$ cat src/rtl/rv_plic_core_param.sv
// PLIC core: per-source gateways feeding a registered max-priority / min-ID arbiter per target.
// Optional macro RV_PLIC_EDGE_CNT_EN keeps a saturating count of edges that arrive while a source is busy.
module rv_plic_core_param #(
  parameter int NumSrc    = 65,
  parameter int NumTarget = 2,
  parameter int MaxPrio   = 7,
  parameter int EdgeCntW  = 4,
  localparam int PrioW = $clog2(MaxPrio + 1),
  localparam int SrcW  = $clog2(NumSrc)
) (
  input  logic                                clk_i,
  input  logic                                rst_i,
  input  logic [NumSrc-1:0]                   src_i,
  input  logic [NumSrc-1:0]                   le_i,
  input  logic [NumSrc-1:0][PrioW-1:0]        prio_i,
  input  logic [NumTarget-1:0][NumSrc-1:0]    ie_i,
  input  logic [NumTarget-1:0][PrioW-1:0]     threshold_i,
  input  logic [NumTarget-1:0]                claim_i,
  input  logic [NumTarget-1:0]                complete_i,
  input  logic [NumTarget-1:0][SrcW-1:0]      complete_id_i,
  output logic [NumSrc-1:0]                   ip_o,
  output logic [NumTarget-1:0]                irq_o,
  output logic [NumTarget-1:0][SrcW-1:0]      irq_id_o
);

  typedef enum logic [1:0] {IDLE, PEND, SERV} gw_state_e;

  if (NumSrc < 2 || NumTarget < 1 || MaxPrio < 1 || EdgeCntW < 1) begin : gen_bad_cfg
    $error("rv_plic_core_param: invalid parameter set");
  end

  logic [NumSrc-1:0] src_q;
  logic [NumSrc-1:0] edge_det;
  logic [NumSrc-1:0] claim_hit;
  logic [NumSrc-1:0] complete_hit;

  always_ff @(posedge clk_i or posedge rst_i) begin
    if (rst_i) begin
      src_q <= '0;
    end else begin
      src_q <= src_i;
    end
  end

  assign edge_det = src_i & ~src_q;

  // Claims and completes from all targets collapse into one hit vector; ID 0 can never hit.
  always_comb begin
    claim_hit    = '0;
    complete_hit = '0;
    for (int t = 0; t < NumTarget; t++) begin
      for (int s = 1; s < NumSrc; s++) begin
        if (claim_i[t] && irq_id_o[t] == SrcW'(s)) begin
          claim_hit[s] = 1'b1;
        end
        if (complete_i[t] && complete_id_i[t] == SrcW'(s)) begin
          complete_hit[s] = 1'b1;
        end
      end
    end
  end

  for (genvar g = 0; g < NumSrc; g++) begin : gen_gw
    localparam bit Active = (g != 0);
    gw_state_e state_q, state_d;
    logic      trigger;
    logic      backlog;

    assign trigger = le_i[g] ? edge_det[g] : src_i[g];

`ifdef RV_PLIC_EDGE_CNT_EN
    logic [EdgeCntW-1:0] cnt_q, cnt_d;
    logic                cnt_inc, cnt_dec;

    // An edge landing in the same cycle as the complete is folded straight into the re-pend.
    always_comb begin
      cnt_inc = le_i[g] && edge_det[g] && (state_q != IDLE) && (cnt_q != '1);
      backlog = (cnt_q != '0) || cnt_inc;
      cnt_dec = (state_q == SERV) && complete_hit[g] && backlog;
      cnt_d   = cnt_q + EdgeCntW'(cnt_inc) - EdgeCntW'(cnt_dec);
    end

    always_ff @(posedge clk_i or posedge rst_i) begin
      if (rst_i) begin
        cnt_q <= '0;
      end else begin
        cnt_q <= cnt_d;
      end
    end
`else
    assign backlog = 1'b0;
`endif

    always_comb begin
      state_d = state_q;
      case (state_q)
        IDLE:    if (Active && trigger) state_d = PEND;
        PEND:    if (claim_hit[g]) state_d = SERV;
        SERV:    if (complete_hit[g]) state_d = backlog ? PEND : IDLE;
        default: state_d = IDLE;
      endcase
    end

    always_ff @(posedge clk_i or posedge rst_i) begin
      if (rst_i) begin
        state_q <= IDLE;
      end else begin
        state_q <= state_d;
      end
    end

    assign ip_o[g] = Active && (state_q == PEND);
  end

  logic [NumTarget-1:0][SrcW-1:0] win_id;
  logic [PrioW-1:0]               best_prio;

  // Ascending scan with a strict compare keeps the lowest ID among equal priorities.
  always_comb begin
    win_id    = '0;
    best_prio = '0;
    for (int t = 0; t < NumTarget; t++) begin
      best_prio = '0;
      for (int s = 0; s < NumSrc; s++) begin
        if (ip_o[s] && ie_i[t][s] && (prio_i[s] > threshold_i[t]) && (prio_i[s] > best_prio)) begin
          best_prio = prio_i[s];
          win_id[t] = SrcW'(s);
        end
      end
    end
  end

  always_ff @(posedge clk_i or posedge rst_i) begin
    if (rst_i) begin
      irq_o    <= '0;
      irq_id_o <= '0;
    end else begin
      for (int t = 0; t < NumTarget; t++) begin
        irq_o[t] <= (win_id[t] != '0);
      end
      irq_id_o <= win_id;
    end
  end

endmodule

$ cat config.mk
export PLATFORM = sky130hd
export DESIGN_NAME = rv_plic_core_param
export DESIGN_NICKNAME = d
export VERILOG_FILES = /design/src/rtl/rv_plic_core_param.sv
export SDC_FILE = /design/constraint.sdc
export NUM_CORES = 2
export LEC_CHECK = 0
export CORE_UTILIZATION = 57
export DETAILED_ROUTE_END_ITERATION = 10
export PLACE_DENSITY = 0.84
export SYNTH_ARGS = -nofsm -noshare
export SYNTH_HDL_FRONTEND = slang
export SYNTH_SLANG_ARGS = --single-unit
$ cat constraint.sdc
create_clock -name clk_i -period 96.2 [get_ports clk_i]
set_input_delay 19.24 -clock clk_i [delete_from_list [all_inputs] [get_ports clk_i]]
set_output_delay 19.24 -clock clk_i [all_outputs]
set_load 0.02 [all_outputs]
### After elaboration in Yosys (flattened, before gate mapping)

Cells that the tools add are included.

* register bits: 209
* bits of input ports: 481
* output and inout bits: 81

* magnitude comparators: 255
* equality and inequality tests: 576
* muxes and demuxes: 830
* bitwise gates (word level): 2
* reductions and logical operators: 770

Operators by type and width (count)
* $eq A7 B6 Y1 const B: 128
* $mux W7: 126
* $gt A3 B3 Y1: 254
* $logic_and A1 B1 Y1: 640
* $eq A7 B5 Y1 const B: 64
* $mux W2: 192
* $pmux W2 S3: 64
* $mux W3: 126
* $mux W1: 322
* $ne A2 B2 Y1 const B: 128
* $eq A7 B4 Y1 const B: 32
* $reduce_and A3 Y1: 64
* $eq A2 B1 Y1 const B: 64
* $eq A2 B2 Y1 const B: 64
* $logic_not A2 Y1: 64
* $ne A2 B1 Y1 const B: 64
* $eq A7 B3 Y1 const B: 16
* $and A65 B65 Y65: 1
* $not A65 Y65: 1
* $eq A7 B2 Y1 const B: 8
* $eq A7 B1 Y1 const B: 4
* $eq A7 B7 Y1 const B: 4
* $reduce_bool A7 Y1: 2
* $gt A3 B1 Y1 const B: 1

### Depth between registers and ports, before layout

* word-level depth: 195
* depth in mapped cells: 437

### Worst setup path after synthesis

OpenSTA, ideal clock, no wires.

* path type: input to register
* start point: input threshold_i[5] (netlist bit)
* end point: register irq_o[1]
* setup time: 0.070 ns
* data arrival time: 95.154 ns
* setup slack: 0.975 ns
* stages on the path: 428
* path buffers: 2
* cells stage by stage: inv_1 > ha_1 > nand3_1 > and3_1 > nand3_1 > ha_1 > a21oi_1 > a22oi_1 > and3_1 > buf_2 > o21a_1 > ha_1 > a21oi_1 > a22oi_1 > nand3_1 > o211ai_2 > o21ai_0 > ha_1 > [... 392 more ...] > o31ai_1 > ha_1 > nor2_1 > a21oi_1 > o21ai_0 > mux2_2 > ha_1 > nand3_1 > nand4_1 > nor3_1 > inv_1 > mux2_2 > ha_1 > nand3_1 > nand4_1 > nor3_1 > and3b_1 > nand4_1

RTL lines
* start, declared: RTL line 17 `input logic [NumTarget-1:0][PrioW-1:0] threshold_i,`
* end signal, assigned by index: RTL line 139 `irq_o[t] <= (win_id[t] != '0);`
* end, declared: RTL line 22 `output logic [NumTarget-1:0] irq_o,`

==> results.cfg <==
[worst_setup_path]
crit_start = threshold_i[4]
critical_path.most_common_cell = sky130_fd_sc_hd__ha_1
crit_type = in2reg
endpoint_kind = flip-flop
crit_required_ns = 96.69
timing.critical_path.fanout_max = 6
critical_path_arrival_ns = 94.84
critical_path_cell_with_the_highest_stage_delay = sky130_fd_sc_hd__o32a_1
worst_setup_path_start_kind = input port
reg2reg_from = gen_gw[1].state_q[1]$_DFFE_PP0P_
critical-path-max-stage-delay_ns = 0.41

[route]
routedWlPerCell_microns = 23.48
routed-via-count = 45711
detail_route.vias_per_cell = 6.699
wl_mm = 160.2
final_antenna_net_count = 0
detail_route.first_pass.iterations = 11
dr.first_iter.drc_count = 5137
drc_errors = 0

[run_status]
run_status = finished, final reports clean

[grt]
grt_antenna_before_repair = 60
grt_max_degree = 80
via_count_of_the_first_global_routing_pass = 41061
global_route.usage.total_pct = 45.17
grt_first_pass_wirelength_mm = 225.3
globalRouteOverflowTotal = 0

[synth]
synth-main-ff-cell = sky130_fd_sc_hd__dfrtp_1
synth_warnings = 0
yosys.cell_count.top_type = sky130_fd_sc_hd__nand2_1
async_reset_ff_share_pct = 100.0
synth_cells = 4899
synthDominantCellAreaShare_pct = 18.42
sequential_fraction_of_the_synthesis_area_pct = 14.51
netlist_top_cells_area = sky130_fd_sc_hd__ha_1 (18%), sky130_fd_sc_hd__dfrtp_1 (15%), sky130_fd_sc_hd__nand2_1 (6.8%)
synth.largest_area_cell = sky130_fd_sc_hd__ha_1
syn_avg_cell_area_sq_um = 7.320
netlist-cell-type-count = 129
ys_seq_elements = 208
synth_cell_count_leaders = sky130_fd_sc_hd__nand2_1 (648), sky130_fd_sc_hd__ha_1 (528), sky130_fd_sc_hd__nor2_1 (396)
syn-cell-area_sq_mm = 0.03586
synth_fp_nets = 5908
synth-edff-count = 0

[layout]
area_growth_syn_to_layout_pct = 39.20
post_route_cells_drive_above_1_share_pct = 21.57
fillCellCount = 4283
final_design_area_no_fill_sq_mm = 0.04992
footprint_of_the_multi_input_gates_sq_mm = 0.03136
final_nets = 6925
seqCellArea_sq_mm = 0.005205

[power]
leakage_nw = 22.56
cellPowerDensity_mw_per_mm2 = 32.62
vdd_ir_drop_max_mv = 0.02055

[sta]
fin_worst_hold_slack_ns = 0.4520
maxClockFrequency_ghz = 0.01060
period_needed_ns = 94.35
fin_skew_ns = 0.02385
number_of_setup_violations_in_the_final_report = 0
report.final.hold_viol_count = 0
tightestPinTransition_ns = 1.404
timing.final.max_slew_violations = 0
slew_headroom_pct = 5.532
period_share_pct = 98.08
rsz0062_at_grt = true

[clock_network]
path_clk_slew_ns = 0.06
cts_tree = yes
post_cts_hold_buffer_count = 0
cts_max_level = 1
cts.path.max_buffers = 3
cts_root_buffer = sky130_fd_sc_hd__clkbuf_16
clock_insertion_delay_at_the_later_pin_of_the_skew_report_ns = 0.58
numCtsBuffers = 26
clock_sinks = 208

[placed_design]
place.gp.congestion = 1.067
place.port_buffers = 553
estimated_wirelength_of_the_detail_placed_design_mm = 121.1
dpl-instance-area_sq_mm = 0.04505

[die]
die_height_microns = 252.8
dieArea_sq_mm = 0.06392
ioPinCount = 562
initial_utilization_pct = 57.90
fp-row-count = 91
horizontal_die_dimension_microns = 252.8
coreArea_sq_mm = 0.06194

[min_path]
hp-class = reg2reg
hold_start = gen_gw[14].state_q[1]$_DFFE_PP0P_

[flow_run]
maxCapViolations = 0
[registers in the layout, indices dropped and copies added, names as in the netlist]
register / count
src_q: 64
gen_gw.state_q: 128
irq_o: 2
irq_id_o: 14
[worst paths after layout]
| check | cells after the start | endpoint | slack (ns) |
|---|---|---|---|
| worst min register to register | 1 | gen_gw[14].state_q[0]$_DFFE_PP0P_ | 0.45 |
| worst max register to register | 437 | irq_o[1]$_DFF_PP0_ | 20.41 |
| worst min-delay path | 1 | gen_gw[14].state_q[0]$_DFFE_PP0P_ | 0.45 |
| worst max-delay path | 439 | irq_o[1]$_DFF_PP0_ | 1.85 |
| min in group asynchronous | 2 | src_q[15]$_DFF_PP0_ | 19.13 |
| max in group asynchronous | 3 | src_q[31]$_DFF_PP0_ | 75.51 |
[cell usage in the layout, fill, tap and decap left out, types with 42 or more instances in the layout]
cell type                           n
sky130_fd_sc_hd__a21oi_1          303
sky130_fd_sc_hd__nand3_1          192
sky130_fd_sc_hd__buf_4            580
sky130_fd_sc_hd__nand2b_1          68
sky130_fd_sc_hd__nor3_1            64
sky130_fd_sc_hd__and3_1            74
sky130_fd_sc_hd__a31oi_1           53
sky130_fd_sc_hd__a221oi_1          50
sky130_fd_sc_hd__clkdlybuf4s50_1  546
sky130_fd_sc_hd__a21o_1           173
sky130_fd_sc_hd__o211ai_1          90
sky130_fd_sc_hd__o22ai_1           51
sky130_fd_sc_hd__o21a_1            83
sky130_fd_sc_hd__o21ai_0          166
sky130_fd_sc_hd__inv_1            337
sky130_fd_sc_hd__ha_4              50
sky130_fd_sc_hd__a211oi_1          81
sky130_fd_sc_hd__nor2b_1           79
sky130_fd_sc_hd__diode_2           52
sky130_fd_sc_hd__a21oi_2           46
sky130_fd_sc_hd__a22oi_1           42
sky130_fd_sc_hd__nand2_1          625
sky130_fd_sc_hd__nor2_2            66
sky130_fd_sc_hd__dfrtp_1          208
sky130_fd_sc_hd__ha_1             475
sky130_fd_sc_hd__a311oi_1          91
sky130_fd_sc_hd__nor2_1           305
sky130_fd_sc_hd__and2_1            91
[critical path: cells and delay by family]
kind / cells / cell delay (ns)
AO/OA/AOI/OAI: 172 / 28.16
adder cells (fa/ha/maj): 78 / 21.78
buffers and inverters: 24 / 2.97
multiplexers: 12 / 3.78
AND/OR/NAND/NOR: 153 / 18.74
[stage by stage]
step                      TNS (ns)  setup WS, ns  cells  total power (W)  util [%]
after global routing        -23.42        -1.613   6807         0.001725     80.52
after CTS                        0       0.02121   6664         0.001336     74.96
after detailed placement    -40.43        -2.803   6593         0.001203     72.73
after floorplan                  0        0.9752   4899        0.0008221         -
final                            0         1.851   6824         0.001629     80.59
after global placement      -15.40        -1.262   6593         0.001170     72.73
[final cells by class]
class | instances | share of cell area (%)
inverter | 351 | 2.679
clock inverter | 11 | 0.2732
clock buffer | 36 | 1.501
sequential | 208 | 10.43
tap | 837 | 2.098
antenna | 52 | 0.2607
timing repair buffer | 1138 | 19.93
multi-input combinational | 4191 | 62.83
[where the power goes]
part / switching, W / internal [W]
sequential: 0.0000270 / 0.000116
combinational: 0.000740 / 0.000640
clock: 0.0000454 / 0.0000605
[kinds of logic (layout without fill, tap and decap cells)]
group / after synthesis / count (layout) / share of synthesized area (%)
simple gates: 1862 / 1862 / 24.68
compound gates: 1728 / 1728 / 34.28
fa+ha+maj: 561 / 561 / 19.35
buf+inv: 500 / 1536 / 5.963
flops: 208 / 208 / 14.51
mux: 39 / 39 / 1.204
other cells: 1 / 53 / 0.01046
[per-layer routing]
layer	vias up	track usage [%]	wire length, microns	part of all wire [%]
li1	20574	-	-	-
met2	2974	69.37	68380	43
met5	-	0	189	0.12
met3	830	13.35	19820	12
met1	21301	54.27	58060	36
met4	32	30.87	13780	8.6
[what timing repair did]
item                                    in CTS  in global routing
buffers inserted                            24                109
pin swaps                                   31                467
resized for setup                           93                588
endpoints found under the setup margin      16                 16
Power figures use the tool's default switching activity.
